<file path="config.mk">
export PLATFORM = sky130hd
export DESIGN_NAME = rmii_frame_delay_line
export DESIGN_NICKNAME = d
export VERILOG_FILES = /design/src/rtl/ethernet_package.sv /design/src/rtl/rmii_frame_delay_line.sv
export SDC_FILE = /design/constraint.sdc
export NUM_CORES = 1
export LEC_CHECK = 0
export CAP_MARGIN = 20
export CORE_MARGIN = 2
export CORE_UTILIZATION = 42
export DETAILED_ROUTE_END_ITERATION = 10
export GPL_ROUTABILITY_DRIVEN = 0
export GPL_TIMING_DRIVEN = 0
export SYNTH_ARGS = -nofsm -noshare
export SYNTH_HDL_FRONTEND = slang
export SYNTH_SLANG_ARGS = --single-unit
</file>
<file path="constraint.sdc">
create_clock -name clock -period 2.9 [get_ports clock]
set_clock_uncertainty 0.1 [all_clocks]
set_input_delay 0.58 -clock clock [delete_from_list [all_inputs] [get_ports clock]]
set_output_delay 0.58 -clock clock [all_outputs]
set_load 0.005 [all_outputs]
</file>
<file path="src/rtl/ethernet_package.sv">
// Shared Ethernet framing definitions: receive FSM states, framing bytes
// and the reflected CRC32 step used by both receive and transmit paths.
package ethernet_package;

    typedef enum logic [1:0] {
        FRAME_STATE_HUNT,
        FRAME_STATE_PREAMBLE,
        FRAME_STATE_FRAME,
        FRAME_STATE_DROP
    } frame_state_t;

    localparam logic [7:0] PREAMBLE_BYTE = 8'h55;
    localparam logic [7:0] SFD_BYTE = 8'hD5;

    localparam logic [31:0] CRC32_POLY = 32'hEDB88320;
    localparam logic [31:0] CRC32_INIT = 32'hFFFFFFFF;
    localparam logic [31:0] CRC32_RESIDUE = 32'hDEBB20E3;

    // FCS bytes held back until end of frame decides what they were.
    localparam int DELAY_DEPTH = 4;

    function automatic logic [31:0] crc32_next_byte(
        input logic [31:0] crc,
        input logic [7:0] data_byte
    );
        logic [31:0] c;
        c = crc;
        for (int i = 0; i < 8; i++) begin
            if (c[0] ^ data_byte[i]) begin
                c = (c >> 1) ^ CRC32_POLY;
            end else begin
                c = c >> 1;
            end
        end
        return c;
    endfunction

endpackage

</file>
<file path="src/rtl/rmii_frame_delay_line.sv">
// Short byte shift register that holds back the trailing FCS bytes;
// the oldest byte is valid for popping once the line is full.
module rmii_frame_delay_line
    import ethernet_package::*;
(
    input  logic       clock,
    input  logic       reset_n,
    input  logic       push,
    input  logic [7:0] push_byte,
    input  logic       flush,
    output logic       full,
    output logic [7:0] oldest_byte
);

    localparam int COUNT_WIDTH = $clog2(DELAY_DEPTH + 1);

    logic [7:0]             taps [DELAY_DEPTH];
    logic [COUNT_WIDTH-1:0] fill_count;

    always_ff @(posedge clock) begin
        if (!reset_n) begin
            fill_count <= '0;
            for (int i = 0; i < DELAY_DEPTH; i++) begin
                taps[i] <= '0;
            end
        end else begin
            if (push) begin
                taps[0] <= push_byte;
                for (int i = 1; i < DELAY_DEPTH; i++) begin
                    taps[i] <= taps[i-1];
                end
            end
            if (flush) begin
                fill_count <= '0;
            end else if (push && !full) begin
                fill_count <= fill_count + COUNT_WIDTH'(1);
            end
        end
    end

    assign full = (fill_count == COUNT_WIDTH'(DELAY_DEPTH));
    assign oldest_byte = taps[DELAY_DEPTH-1];

endmodule

</file>
==> results_dict.tcl, run 1 <==
set metrics [dict create \
    status "finished clean" \
    grt_usage_pct 12.9 \
    slowest_delay_ns 0.43 \
    nets 132 \
    firstDrtPassIters 4 \
    maxSlewViolCount 0 \
    die_w_um 61.7 \
    std_cell_rows 20 \
    crit_buf_inv 2 \
    ys_warn_count 0 \
    post_cts_buffers 0 \
    path_delay_family "buffers and inverters" \
    antenna_cells 0 \
    required_ns 2.22 \
    grt_pass1_vias 778 \
    portBuffers 20 \
    fin_tns_setup_ns 0 \
    core-area_um2 3100 \
    fmax_ghz 0.439 \
    worst_pin_slew_ns 0.671 \
    synth_cell_types 17 \
    worst-path-max-fanout 4 \
    hold_viol_final 0 \
    min_path_type "reg -> reg" \
    yosysSeqAreaShare_pct 73.0 \
    clk_pin_slew_ns 0.09 \
    clock_path_buffers 2 \
    worstPathArrival_ns 1.60 \
    synth_seq_cells 35 \
    dp_cells 155 \
    wirelength_um 1930 \
    clk_latency_ns 0.34 \
    syn_nets 104 \
    syn_avg_cell_area_um2 15.5 \
    drv_cap 0 \
    cts_buffers 5 \
    crit_path_end_kind "output pin" \
    overflow 0 \
    drt-initial-drc-count 32 \
    htreeDepth 2 \
    cpMaxStageDelayCell "clkdlybuf4s50_1" \
    ant_nets 0 \
    start_kind "register" \
    drt-vias-per-instance 4.82 \
    power_density_nw_per_um2 537 \
    finalCriticalPeriod_ns 2.28 \
    final_cell_mix "32 x and3_1, 32 x edfxtp_1, 20 x clkdlybuf4s50_1" \
    die_area_um2 3810 \
    postLayoutCoreUtil_pct 56.1 \
    vias 786 \
    detailed_place.area_um2 1680 \
    io_pins 21 \
    postCtsHoldBufs 0 \
    drc 0 \
    maxSlewHeadroom_pct 55.3 \
    crit_chain "inv_1 > ha_1 > and2_1 > clkdlybuf4s50_1" \
    avgRoutedWirePerCell_um 11.9 \
    antenna_found_initial 0 \
    die_height_um 61.7 \
    criticalPathCategory "reg -> out" \
    syn-instance-count 90 \
    grt_max_degree 21 \
    stdcell_area_um2 1740 \
    cts_tree "built" \
    holdWs_ns 0.425 \
    initial_core_util_pct 45.1 \
    syn_to_final_growth_pct 24.5 \
    clockRootBuffer "clkbuf_4" \
    postCtsResizedCells 0 \
    rsz0062_at_grt "false" \
    fin_crit_sh_pct 78.5 \
    setup-violations-final 0 \
    cts_sinks 35 \
    vdd_ir_drop_max_v 0.000313 \
    netlist_area_um2 1400 \
    dp_hpwl_um 1310 \
    power.leakage_nw 0.770 \
    layoutNonFillerInstCount 163 \
    grt_pass1_wl_um 3280 \
    drive_above_1_share_pct 14.3 \
]
## path summary, 6_finish.rpt
path | slack [ns] | cells after the start | from | to
hold reg to reg | 0.42 | 2 | fill_count[1]$_SDFFE_PP0P_ | fill_count[1]$_SDFFE_PP0P_
setup / recovery | 0.62 | 4 | fill_count[0]$_SDFFE_PP0P_ | full
setup reg to reg | 1.66 | 4 | fill_count[0]$_SDFFE_PP0P_ | fill_count[1]$_SDFFE_PP0P_
hold / removal | 0.42 | 2 | fill_count[1]$_SDFFE_PP0P_ | fill_count[1]$_SDFFE_PP0P_
## registers in the layout (all words and copies together) (netlist names)
| signal | cells |
|---|---|
| taps | 32 |
| fill_count | 3 |
## report_power, final
group          internal (mW)  switching (mW)
clock network          0.117           0.152
registers              0.583         0.00724
logic                 0.0434          0.0315
total                  0.744           0.191
## metal layers
metal  wire length, µm  vias to the layer above  part of all wire, %  global-route usage (%)
li1                  -                      397                    -                       -
met1               795                      362                   41                    13.0
met5                 0                        -                    0                       0
met4                48                        0                  2.5                    10.0
met2               973                       22                   50                    20.9
met3               117                        5                  6.0                    5.59
## through the flow
stage / power [mW] / setup slack, ns
after global placement: 0.671 / 0.0932
after global routing: 0.977 / 0.520
after detailed placement: 0.678 / 0.472
final: 0.935 / 0.624
after floorplan: 0.634 / 0.926
after CTS: 0.945 / 0.602
## worst register-to-register path, cell delays in order (launching register included)
cell and delay [ns]:
dfxtp_1 0.39, inv_1 0.06, ha_1 0.22, a21boi_2 0.21
mux2i_1 0.19
## cells by family after synthesis
group	share of synthesized area (%)
and+or+nand+nor	19.2
DFF	73.0
buffers and inverters	3.40
AOI/OAI and AO/OA	1.16
muxes	1.43
adders and majority gates	1.79
## cells in the mapped netlist, drive strengths merged
| master | count | area [µm²] |
|---|---|---|
| ha | 2 | 25.0 |
| nor4b | 1 | 15.0 |
| a21boi | 1 | 11.3 |
| and4b | 1 | 10.0 |
| clkbuf | 2 | 10.0 |
| inv | 2 | 7.51 |
| nand3b | 3 | 22.5 |
| mux2i | 2 | 20.0 |
| and2 | 1 | 6.26 |
| dfxtp | 3 | 60.1 |
| buf | 5 | 30.0 |
| or3b | 1 | 8.76 |
| a21oi | 1 | 5.00 |
| edfxtp | 32 | 961 |
| and3 | 32 | 200 |
| nand2b | 1 | 6.26 |
## final cells by class
class,count,area [µm²]
clock inverters,1,5.00
plain buffers,7,40.0
clock buffers,7,55.1
fillers,287,1360
multi-input cells,46,330
well taps,44,55.1
inverters,2,7.51
repair buffers,21,228
flip-flops and latches,35,1020
Note: power is estimated with default switching activity, not from simulation.
==> run 2, diff against run 1 <==
PLACE_DENSITY = 0.67   (was unset)
clock period = 1.8 ns   (was 2.9 ns; I/O delays follow)
==> run 2 against run 1 <==
Combinational power increased by 66%. Wire length up 2.2%. Total power is 60% higher. Clock power grew 57%. Critical path depth unchanged. Clock-buffer cell count unchanged. Sequential cell count unchanged. Worst setup slack worse by 0.52 ns. Via count increased by 0.89%. Critical path type unchanged.
==> results_dict.tcl, run 2 (synthesized netlist as in run 1, its figures left out) <==
set metrics [dict create \
    grt_usage_pct 12.6 \
    status "finished clean" \
    dp_cells 155 \
    start_kind "register" \
    drt-vias-per-instance 4.84 \
    p_seq_share_pct 63.4 \
    required_ns 1.34 \
    internal-power_mw 1.20 \
    syn_to_final_growth_pct 25.5 \
    drv_cap 0 \
    cts_sinks 35 \
    grt_pass1_wl_um 3240 \
    drt-initial-drc-count 49 \
    clock_path_buffers 2 \
    wirelength_um 1980 \
    overflow 0 \
    criticalPathCategory "reg -> out" \
    crit_path_end_kind "output pin" \
    clockRootBuffer "clkbuf_4" \
    grt_max_degree 22 \
    core-area_um2 3100 \
    firstDrtPassIters 4 \
    drive_above_1_share_pct 17.5 \
    avgRoutedWirePerCell_um 12.0 \
    biggestRegsByFlops "taps x32, fill_count x3" \
    maxSlewHeadroom_pct 77.7 \
    postCtsHoldBufs 0 \
    clk_pin_slew_ns 0.09 \
    power_density_nw_per_um2 854 \
    final_cell_mix "32 x and3_1, 32 x edfxtp_1, 19 x clkdlybuf4s50_1" \
    stdcell_area_um2 1760 \
    die_w_um 61.7 \
    antenna_found_initial 0 \
    largest_register_ffs 32 \
    worstPathArrival_ns 1.24 \
    htreeDepth 2 \
    die_area_um2 3810 \
    nets 133 \
    detailed_place.area_um2 1680 \
    portBuffers 20 \
    min_path_type "reg -> reg" \
    p_sw_share_pct 20.0 \
    fmax_ghz 0.589 \
    largest-register "taps" \
    finalCriticalPeriod_ns 1.70 \
    die_height_um 61.7 \
    switchingPower_mw 0.301 \
    vias 793 \
    rsz0062_at_grt "false" \
    power_frac_clock_pct 28.3 \
    power.leakage_nw 0.775 \
    std_cell_rows 20 \
    vdd_ir_drop_max_v 0.000510 \
    cts_buffers 5 \
    initial_core_util_pct 45.1 \
    antenna_cells 0 \
    drc 0 \
    ant_nets 0 \
    layoutNonFillerInstCount 164 \
    worst_pin_slew_ns 0.334 \
    setup-violations-final 0 \
    p_comb_share_pct 8.3 \
    hold_viol_final 0 \
    grt_pass1_vias 764 \
    fin_crit_sh_pct 94.4 \
    clk_latency_ns 0.33 \
    fin_tns_setup_ns 0 \
    worst-path-max-fanout 3 \
    dp_hpwl_um 1300 \
    cts_tree "built" \
    io_pins 21 \
    maxSlewViolCount 0 \
]
-- run 2: timing repair --
item,4_1_cts,5_1_grt
setup endpoints to repair,22,1
setup buffers,1,0
endpoints found under the hold margin,0,0
resized for setup,5,1
-- run 2: area by class of cell --
type | instances | area (µm²)
clock inverters | 1 | 3.75
plain buffers | 7 | 40.0
repair buffers | 22 | 235
well taps | 44 | 55.1
flip-flops and latches | 35 | 1020
multi-input cells | 46 | 335
clock buffers | 7 | 55.1
fillers | 289 | 1350
inverters | 2 | 7.51
-- run 2: worst paths after layout --
check | startpoint | end | slack [ns] | cells after the start
worst max register to register | fill_count[0]$_SDFFE_PP0P_ | fill_count[2]$_SDFFE_PP0P_ | 0.57 | 4
worst max-delay path | fill_count[1]$_SDFFE_PP0P_ | full | 0.10 | 4
worst min-delay path | fill_count[1]$_SDFFE_PP0P_ | fill_count[1]$_SDFFE_PP0P_ | 0.40 | 2
worst min register to register | fill_count[1]$_SDFFE_PP0P_ | fill_count[1]$_SDFFE_PP0P_ | 0.40 | 2
-- run 2: power by group through the flow --
stage               combinational (mW)  sequential, mW  clock [mW]
floorplan                       0.0523           0.969           0
global placement                 0.111           0.969           0
detailed placement               0.122           0.971           0
CTS                              0.126           0.952       0.437
global route                     0.138           0.956       0.473
finish                           0.124           0.951       0.424
-- run 2: layer usage --
metal / wire [µm] / track usage (%) / vias up
li1: - / - / 398
met1: 862 / 13.2 / 368
met2: 963 / 20.5 / 22
met3: 111 / 4.35 / 5
met4: 38 / 10.0 / 0
met5: 0 / 0 / -
-- run 2: per-stage QoR --
stage          setup slack, ns  util (%)  hold slack [ns]  power (mW)
6_report                 0.101      56.6            0.401        1.50
4_1_cts                 0.0233      56.5            0.406        1.51
5_1_grt                 0.0255      56.6            0.436        1.57
3_3_place_gp            -0.777      53.3            0.389        1.08
3_5_place_dp            -0.390      54.2            0.407        1.09
2_1_floorplan           0.0464         -            0.331        1.02
-- run 2: critical path, stage by stage (launching register included) --
cell and delay (ns):
dfxtp_2 0.35, inv_1 0.04, ha_2 0.17, and2_1 0.15, clkdlybuf4s15_1 0.20
==> run 3, diff against run 2 <==
CORE_ASPECT_RATIO = 0.75   (was unset)
==> run 3 against run 2 <==
Sequential cell count unchanged. Maximum frequency up 6.2%. Highest routed layer unchanged. Largest cell class unchanged. Via count grew 1.5%. Critical endpoint is now taps[0][1]$_SDFFCE_PN0P_. Total power is 7.5% higher. Worst setup slack improved by 0.10 ns. Critical path type is now in -> reg.
==> results_dict.tcl, run 3 (synthesized netlist as in run 1, its figures left out) <==
set metrics [dict create \
    cts_tree "built" \
    nets 133 \
    crit_chain "clkdlybuf4s50_1 > nand2b_4 > buf_16" \
    core-area_um2 3240 \
    clock_path_buffers 2 \
    dp_cells 151 \
    dr_wl_met3_um 151 \
    wl_met2_um 961 \
    postLayoutCoreUtil_pct 54.9 \
    layout_setup_ws_ns 0.201 \
    criticalPathCategory "in -> reg" \
    antenna_found_initial 0 \
    crit_buf_inv 2 \
    finalCriticalPeriod_ns 1.60 \
    drt-initial-drc-count 38 \
    io_pins 21 \
    grt_max_degree 21 \
    postCtsHoldBufs 0 \
    drv_cap 0 \
    min_path_type "reg -> reg" \
    biggestRegsByFlops "taps x32, fill_count x3" \
    place_ws_ns -0.458 \
    hold_start "fill_count[1]$_SDFFE_PP0P_" \
    maxUsedRoutingLayer "met4" \
    fin_tns_setup_ns 0 \
    fin_crit_sh_pct 88.8 \
    r2r_cells 4 \
    grt_usage_pct 12.6 \
    clk_latency_ns 0.28 \
    std_cell_rows 18 \
    initial_core_util_pct 43.1 \
    detailed_place.area_um2 1680 \
    avgRoutedWirePerCell_um 12.7 \
    largest-register "taps" \
    overflow 0 \
    slowest_delay_ns 0.62 \
    status "finished clean" \
    grt_pass1_vias 771 \
    hold_path_depth 2 \
    fmax_ghz 0.625 \
    path_delay_family "buffers and inverters" \
    power.leakage_nw 0.807 \
    stdcell_area_um2 1780 \
    maxSlewViolCount 0 \
    worst-path-max-fanout 20 \
    crit_path_end_kind "register" \
    worst_pin_slew_ns 0.273 \
    worstPathArrival_ns 1.49 \
    p_total_mw 1.61 \
    htreeDepth 2 \
    final_cell_mix "32 x and3_1, 32 x edfxtp_1, 19 x clkdlybuf4s50_1" \
    firstDrtPassIters 4 \
    drive_above_1_share_pct 17.5 \
    wl_met1_um 892 \
    ant_nets 0 \
    vias 805 \
    die_w_um 70.6 \
    drt-vias-per-instance 5.03 \
    clockRootBuffer "clkbuf_8" \
    setup-violations-final 0 \
    grt_pass1_wl_um 3480 \
    clk_pin_slew_ns 0.06 \
    die_height_um 54.0 \
    start_kind "input port" \
    cpMaxStageDelayCell "clkdlybuf4s50_1" \
    antenna_cells 0 \
    required_ns 1.70 \
    hold_end "fill_count[1]$_SDFFE_PP0P_" \
    portBuffers 20 \
    drc 0 \
    hold_viol_final 0 \
    power_density_nw_per_um2 905 \
    rsz0062_at_grt "false" \
    syn_to_final_growth_pct 27.3 \
    layoutNonFillerInstCount 160 \
    cts_buffers 5 \
    ff2ff_setup_slack_ns 0.56 \
    cts_sinks 35 \
    maxSlewHeadroom_pct 81.7 \
    die_area_um2 3810 \
    wirelength_um 2030 \
    reg2reg_from "fill_count[0]$_SDFFE_PP0P_" \
    dp_hpwl_um 1360 \
    r2r_end "fill_count[2]$_SDFFE_PP0P_" \
    vdd_ir_drop_max_v 0.000437 \
    crit_start "push" \
    holdWs_ns 0.399 \
    largest_register_ffs 32 \
]
## run 3: cell count changes in the layout (fill, tap and decap cells not counted)
| cell | previous run | this run |
|---|---|---|
| clkdlybuf4s15_1 | 1 | 0 |
| nand2b_2 | 1 | 0 |
| dlymetal6s2s_1 | 0 | 1 |
| clkinv_1 | 1 | 0 |
| clkbuf_8 | 1 | 5 |
| clkbuf_1 | 1 | 2 |
| clkbuf_4 | 5 | 0 |
| nand2b_4 | 0 | 1 |
| clkinv_2 | 0 | 1 |
## run 3: how the worst max path moves through the flow
stage	end	slack, ns	depth (start not counted)
2_1_floorplan	taps[0][0]$_SDFFCE_PN0P_	0.05	2
3_3_place_gp	taps[0][3]$_SDFFCE_PN0P_	-0.77	2
3_5_place_dp	taps[0][6]$_SDFFCE_PN0P_	-0.46	3
4_1_cts	full	-0.12	4
5_1_grt	taps[1][2]$_SDFFCE_PN0P_	0.11	3
6_report	taps[0][1]$_SDFFCE_PN0P_	0.20	3
## run 3: timing repair
item	CTS	global route
endpoints found under the setup margin	21	21
pin swaps	0	0
gates resized for setup	4	2
setup buffers	1	0
## run 3: final cells by class
cell class              instances  area, µm²
plain buffers                   7       40.0
clock buffers                   7       76.3
clock inverters                 1       5.00
fillers                       285       1460
inverters                       2       7.51
multi-input cells              46        340
flip-flops and latches         35       1020
well taps                      40       50.0
repair buffers                 22        238
## run 3: worst reg2reg max path: cells and delay by family, from the launching register on
kind                     cells  cell delay, ns
flip-flops                   1            0.32
adder cells (fa/ha/maj)      1            0.20
buffers and inverters        1            0.13
AND/OR/NAND/NOR              2            0.41
## run 3: power by group
group	switching [mW]	total (mW)	internal, mW
logic	0.0525	0.125	0.0728
clock network	0.263	0.534	0.271
registers	0.0113	0.952	0.941
total	0.327	1.61	1.28
## run 3: routing by layer
metal | GRT usage (%) | vias up
li1 | - | 400
met1 | 14.7 | 374
met2 | 20.4 | 28
met3 | 5.06 | 3
met4 | 6.60 | 0
met5 | 0 | -
